### src/rtl/stimulus_response_sequencer.sv
// Exhaustive pattern sequencer: drives every N value to a DUT, lets each settle,
// captures the response bit and compares it against a golden vector.
module stimulus_response_sequencer #(
    parameter int N_WIDTH       = 2,
    parameter int SETTLE_CYCLES = 1
) (
    input  logic                      CK,
    input  logic                      reset,
    input  logic                      start,
    input  logic [(2**N_WIDTH)-1:0]   golden,
    input  logic                      output_single,
    output logic [N_WIDTH-1:0]        N,
    output logic                      busy,
    output logic                      done,
    output logic [(2**N_WIDTH)-1:0]   resp_vec,
    output logic                      mismatch,
    output logic [N_WIDTH:0]          mismatch_cnt
);

    localparam int P = 2 ** N_WIDTH;
    localparam logic [N_WIDTH-1:0] IDX_LAST  = N_WIDTH'(P - 1);
    localparam logic [N_WIDTH:0]   CNT_MAX   = (N_WIDTH + 1)'(P);
    localparam logic [3:0]         SETTLE_LAST = 4'(SETTLE_CYCLES - 1);

    typedef enum logic [1:0] {
        IDLE,
        SETTLE,
        CAPTURE,
        DONE
    } state_t;

    state_t               state_q, state_d;
    logic [N_WIDTH-1:0]   idx_q, idx_d;
    logic [N_WIDTH-1:0]   n_q, n_d;
    logic [3:0]           settle_q, settle_d;
    logic                 busy_q, busy_d;
    logic                 done_q, done_d;
    logic [P-1:0]         resp_q, resp_d;
    logic                 mm_q, mm_d;
    logic [N_WIDTH:0]     mmc_q, mmc_d;

    // N carries the pattern value bit-reversed: N[0] is the pattern MSB.
    function automatic logic [N_WIDTH-1:0] rev_f(input logic [N_WIDTH-1:0] v);
        logic [N_WIDTH-1:0] r;
        for (int i = 0; i < N_WIDTH; i++) begin
            r[i] = v[N_WIDTH-1-i];
        end
        return r;
    endfunction

    always_comb begin
        state_d  = state_q;
        idx_d    = idx_q;
        n_d      = n_q;
        settle_d = settle_q;
        busy_d   = busy_q;
        done_d   = done_q;
        resp_d   = resp_q;
        mm_d     = mm_q;
        mmc_d    = mmc_q;
        case (state_q)
            IDLE, DONE: begin
                if (start) begin
                    state_d  = SETTLE;
                    idx_d    = '0;
                    n_d      = '0;
                    settle_d = '0;
                    busy_d   = 1'b1;
                    done_d   = 1'b0;
                    resp_d   = '0;
                    mm_d     = 1'b0;
                    mmc_d    = '0;
                end
            end
            SETTLE: begin
                if (settle_q == SETTLE_LAST) begin
                    settle_d = '0;
                    state_d  = CAPTURE;
                end else begin
                    settle_d = settle_q + 4'd1;
                end
            end
            CAPTURE: begin
                resp_d[idx_q] = output_single;
                if (output_single != golden[idx_q]) begin
                    mm_d = 1'b1;
                    if (mmc_q != CNT_MAX) begin
                        mmc_d = mmc_q + 1'b1;
                    end
                end
                if (idx_q == IDX_LAST) begin
                    state_d = DONE;
                    busy_d  = 1'b0;
                    done_d  = 1'b1;
                end else begin
                    idx_d   = idx_q + 1'b1;
                    n_d     = rev_f(idx_q + 1'b1);
                    state_d = SETTLE;
                end
            end
            default: state_d = IDLE;
        endcase
    end

    always_ff @(posedge CK) begin
        if (reset) begin
            state_q  <= IDLE;
            idx_q    <= '0;
            n_q      <= '0;
            settle_q <= '0;
            busy_q   <= 1'b0;
            done_q   <= 1'b0;
            resp_q   <= '0;
            mm_q     <= 1'b0;
            mmc_q    <= '0;
        end else begin
            state_q  <= state_d;
            idx_q    <= idx_d;
            n_q      <= n_d;
            settle_q <= settle_d;
            busy_q   <= busy_d;
            done_q   <= done_d;
            resp_q   <= resp_d;
            mm_q     <= mm_d;
            mmc_q    <= mmc_d;
        end
    end

    assign N            = n_q;
    assign busy         = busy_q;
    assign done         = done_q;
    assign resp_vec     = resp_q;
    assign mismatch     = mm_q;
    assign mismatch_cnt = mmc_q;

endmodule

### config.mk
export PLATFORM = sky130hd
export DESIGN_NAME = stimulus_response_sequencer
export DESIGN_NICKNAME = d
export VERILOG_FILES = /design/src/rtl/stimulus_response_sequencer.sv
export SDC_FILE = /design/constraint.sdc
export NUM_CORES = 1
export LEC_CHECK = 0
export ABC_AREA = 1
export CORE_MARGIN = 8
export CORE_UTILIZATION = 45
export DETAILED_ROUTE_END_ITERATION = 7
export GPL_TIMING_DRIVEN = 0
export PLACE_DENSITY_LB_ADDON = 0.08
export REMOVE_ABC_BUFFERS = 1
export SLEW_MARGIN = 20
export SYNTH_ARGS = -nofsm -noshare
export SYNTH_HDL_FRONTEND = slang
export SYNTH_SLANG_ARGS = --single-unit
### constraint.sdc
create_clock -name CK -period 1.7 [get_ports CK]
set_clock_uncertainty 0.15 [all_clocks]
set_input_delay 0.255 -clock CK [delete_from_list [all_inputs] [get_ports CK]]
set_output_delay 0.255 -clock CK [all_outputs]
set_load 0.02 [all_outputs]
# --- Yosys cells after proc, flatten, opt, wreduce, memory -nomap -nowiden ---
# Index checks and enable logic that the tools add are counted.
op_classes:
  add_sub_neg: 3
  n_lt_le_gt_ge: 2
  n_eq_ne: 12
  n_mux: 30
  reduce_logical: 13
ops:
  columns: ["op", "count"]
  rows:
  - ["$pmux 4 s2", 2]
  - ["$mux 2", 6]
  - ["$ne 2x2->1 const B", 6]
  - ["$mux 3", 3]
  - ["$reduce_and 3->1", 3]
  - ["$mux 4", 2]
  - ["$pmux 2 s2", 2]
  - ["$mux 1", 7]
  - ["$eq 2x2->1 const B", 3]
  - ["$pmux 1 s2", 3]
  - ["$pmux 2 s3", 1]
  - ["$pmux 3 s2", 1]
  - ["$reduce_and 2->1", 3]
  - ["$add 4x1->4 const B", 1]
  - ["$bwmux 4", 1]
  - ["$logic_not 4->1", 1]
  - ["$reduce_and 4->1", 1]
  - ["$reduce_bool 2->1", 2]
  - ["$add 3x1->3 const B", 1]
  - ["$lt 2x3->1 const B", 1]
  - ["$ne 3x3->1 const B", 1]
  - ["$add 2x1->2 const B", 1]
  - ["$bmux 1 s2", 1]
  - ["$demux 1 s2", 1]
  - ["other kinds (6)", 6]
word_totals:
  register_bits: 20
  input_bits: 8
  out_inout_bits: 12

# --- Longest topological paths before layout ---
logic_depth:
  ltp_word: 6
  ltp_mapped: 10

# --- Least setup slack after synthesis ---
# Ideal clock, no wire load.
synth_path:
  path_type: "register to register"
  startpoint: "reg state_q[0]"
  endpoint: "reg settle_q[3]"
  arrival_time_ns: 1.452
  path_slack_ns: 0.029
  path_stages_with_launch: 9
  n_path_buf: 0
  synth_period_minus_slack_ns: 1.671
  path_cell_list: "dfxtp_1 > inv_1 > ha_1 > nand2_2 > inv_2 > a21oi_4 > nand4_2 > or2_0 > a21oi_1"
synth_between:
  elab_chain_len: 4
  elab_cells_between_ends: 8
  cone_classes: "3 x eq/ne; 1 x mux; 4 x reduce/logical"
synth_lines:
  columns: ["item", "line_no", "source"]
  rows:
  - ["from (decl)", "32", "state_t state_q, state_d;"]
  - ["from (signal assigned)", "117", "state_q <= state_d;"]
  - ["$eq 2x2->1 / $logic_not 2->1 (equally long branches)", "61", "case (state_q)"]
  - ["$reduce_or 2->1", "61", null]
  - ["$ne 2x2->1 (no source line) / $reduce_bool 2->1 (equally long branches)", null, null]
  - ["$reduce_and 2->1 (no source line)", null, null]
  - ["to (signal assigned)", "120", "settle_q <= settle_d;"]
  - ["to (decl)", "35", "logic [3:0] settle_q, settle_d;"]
# Parallel ways exist; a longest one is shown, timed or not.
# A chain may end at the register's enable or synchronous reset.

# --- Worst setup path after layout ---
# Ends and elaborated chain as after synthesis.

==> results.yml <==
setup_path:
  max_stage_delay_ns: 0.36
  cp_num_buf_inv: 2
  critical_path_class: "reg2reg"
  critPathTopFamily: "flip-flops"
  cp.arrival_ns: 1.75
  worstPathRequired_ns: 1.78
  crit_top_cell: "inv_2"
  crit_path_cell_trace: "inv_2, ha_4, inv_2, a21oi_4, nand4_2, or2_0, a21oi_1"
  cp-end-kind: "flop"
  worst_path_max_delay_cell: "dfxtp_2"
  crit_fanout: 5
  start_kind: "flop"
synth:
  synth_area_um2: 1010
  yosysUniqueCellTypes: 21
  synth_top_area_share_pct: 35.7
  ys_seq_area_share_pct: 35.7
  yosys-top-cells-area: "dfxtp_1 36%, ha_1 14%, nand2_1 11%"
  yosys_warnings: 0
  syn_inst: 140
  synth.avg_cell_area_um2: 7.21
  synth-seq-cells: 18
  netlist.top_cell.by_area: "dfxtp_1"
floorplanning:
  initial_core_util_pct: 46.5
  core.rowCount: 17
  coreArea_um2: 2170
  io_pins: 20
  die_x_um: 63.4
  chipHeight_um: 63.4
  fp.dieArea_um2: 4020
place:
  place_ws_ns: -0.131
  port_buffers: 19
  hpwl_um: 1670
  gp_congestion: 0.773
sta:
  setup_tns_ns: 0
  relSlewSlack_pct: 76.0
  finalHoldViolCount: 0
  finalCriticalPeriod_ns: 1.67
  setup_ws_ns: 0.0315
  tightest_slew_ns: 0.357
  period_share_pct: 98.1
  timing.final.max_slew_violations: 0
  setup-violations-final: 0
  grt_setup_unrepaired: "true"
  max_freq_mhz: 599
route:
  ant_nets: 0
  drt-pass1-iter-count: 4
  wl_per_cell_um: 11.3
  viasPerCell: 4.88
  first_iter_violations: 34
  wl_um: 2170
  vias: 936
  drcViolationCount: 0
grt:
  grt_pass1_vias: 911
  antenna_found_initial: 0
  grt.busiest_layer: "met2"
  overflow: 0
  grt_use_met2_pct: 20.0
  grt_pass1_wl_um: 3840
  met1_usage_pct: 12.2
  grt.total_usage_pct: 11.6
  grt_max_degree: 10
  met3_usage_pct: 4.42
clock_network:
  worst_skew_pair.late_latency_ns: 0.29
  cts_hold_buf: 0
  cts_htree_levels: 1
  clockRootBuffer: "clkbuf_4"
  clockBufferDepth: 2
  cts_tree: "done"
  clk_pin_slew_ns: 0.10
  clock-sinks: 18
  cts_buffers: 3
power_and_ir_drop:
  ir_drop_uv: 729
  p_leak_nw: 0.622
  power_density_nw_per_um2: 1110
run_status:
  status: "finished, final reports clean"
cells_and_area:
  finalNetCount: 185
  syn_to_final_growth_pct: 29.5
  num_antenna_cells: 0
  postLayoutCoreUtil_pct: 60.3
  drive_gt1_share_pct: 14.0
min_path:
  hold_path.class: "reg2reg"
job:
  cap_viol_max_count: 0
power by group:
part / total, mW / internal, mW / switching [mW]
registers: 0.554 / 0.496 / 0.0583
clock network: 0.208 / 0.0825 / 0.126
logic: 0.694 / 0.281 / 0.412
worst paths after layout:
| kind | start | to | slack [ns] | cells past startpoint |
|---|---|---|---|---|
| setup / recovery | state_q[0] | settle_q[3] | 0.03 | 7 |
| hold / removal | mismatch | mismatch | 0.30 | 2 |
| hold reg to reg | mismatch | mismatch | 0.30 | 2 |
| setup reg to reg | state_q[0] | settle_q[3] | 0.03 | 7 |
routing by layer:
metal	up-vias	routed length, µm
li1	499	-
met1	417	963
met2	15	1050
met3	5	112
met4	0	36
met5	-	0
metrics by stage:
step / instance area [µm²] / hold slack, ns / power [mW] / cells
2_1_floorplan: 1010 / 0.174 / 1.00 / 140
3_3_place_gp: 1230 / 0.282 / 1.19 / 187
3_5_place_dp: 1230 / 0.287 / 1.22 / 187
4_1_cts: 1270 / 0.309 / 1.44 / 190
5_1_grt: 1310 / 0.331 / 1.58 / 192
6_report: 1310 / 0.304 / 1.46 / 192
what timing repair did:
action                     4_1_cts  5_1_grt
hold endpoints to repair         0        0
buffers inserted                 0        2
setup endpoints to repair       14       14
resized for setup                7        9
pin swaps                        0        4
cell families after synthesis:
kind of cell             synth area share [%]
AND/OR/NAND/NOR                          25.3
AO/OA/AOI/OAI                            15.2
buffers and inverters                    9.29
flip-flops                               35.7
adder cells (fa/ha/maj)                  13.6
XOR/XNOR                                0.868
cells in the final DEF, fill, tap and decap left out, drive strengths merged, types with 3 or more instances in the layout:
master / netlist / final
clkbuf: 0 / 3
ha: 11 / 11
nor2: 13 / 13
nand3: 8 / 8
clkdlybuf4s50: 0 / 13
a21oi: 16 / 16
o21ai: 6 / 6
nor3: 4 / 4
dlygate4sd2: 0 / 4
nand2: 32 / 32
inv: 25 / 25
dfxtp: 18 / 18
layout make-up:
cell class	count	area [µm²]
fillers	205	862
multi-input cells	97	584
flip-flops and latches	18	364
repair buffers	21	205
inverters	25	96.3
well taps	28	35.0
clock buffers	3	22.5
worst min-delay path, cell delays in order (launching register included):
cell     delay (ns)
dfxtp_1        0.32
inv_1          0.04
a21oi_1        0.05
Yosys cell counts:
master    number
nor2_1        12
xnor2_1        1
nor2_2         1
ha_1          11
nand3_1        8
a31oi_1        1
dfxtp_1       18
or2_0          1
o21bai_1       1
o21ai_0        5
nor3_1         4
o211ai_1       1
a21oi_1       15
a211oi_1       1
inv_2          5
o21ai_2        1
nand2_2        2
nand4_2        1
nand2_1       30
a21oi_4        1
inv_1         20
registers in the layout, summed over array words and instances, names as in the netlist:
name	count
state_q	2
mismatch_cnt	3
busy	1
idx_q	1
resp_vec	4
mismatch	1
settle_q	4
done	1
N	1
(Power assumes the default switching activity.)
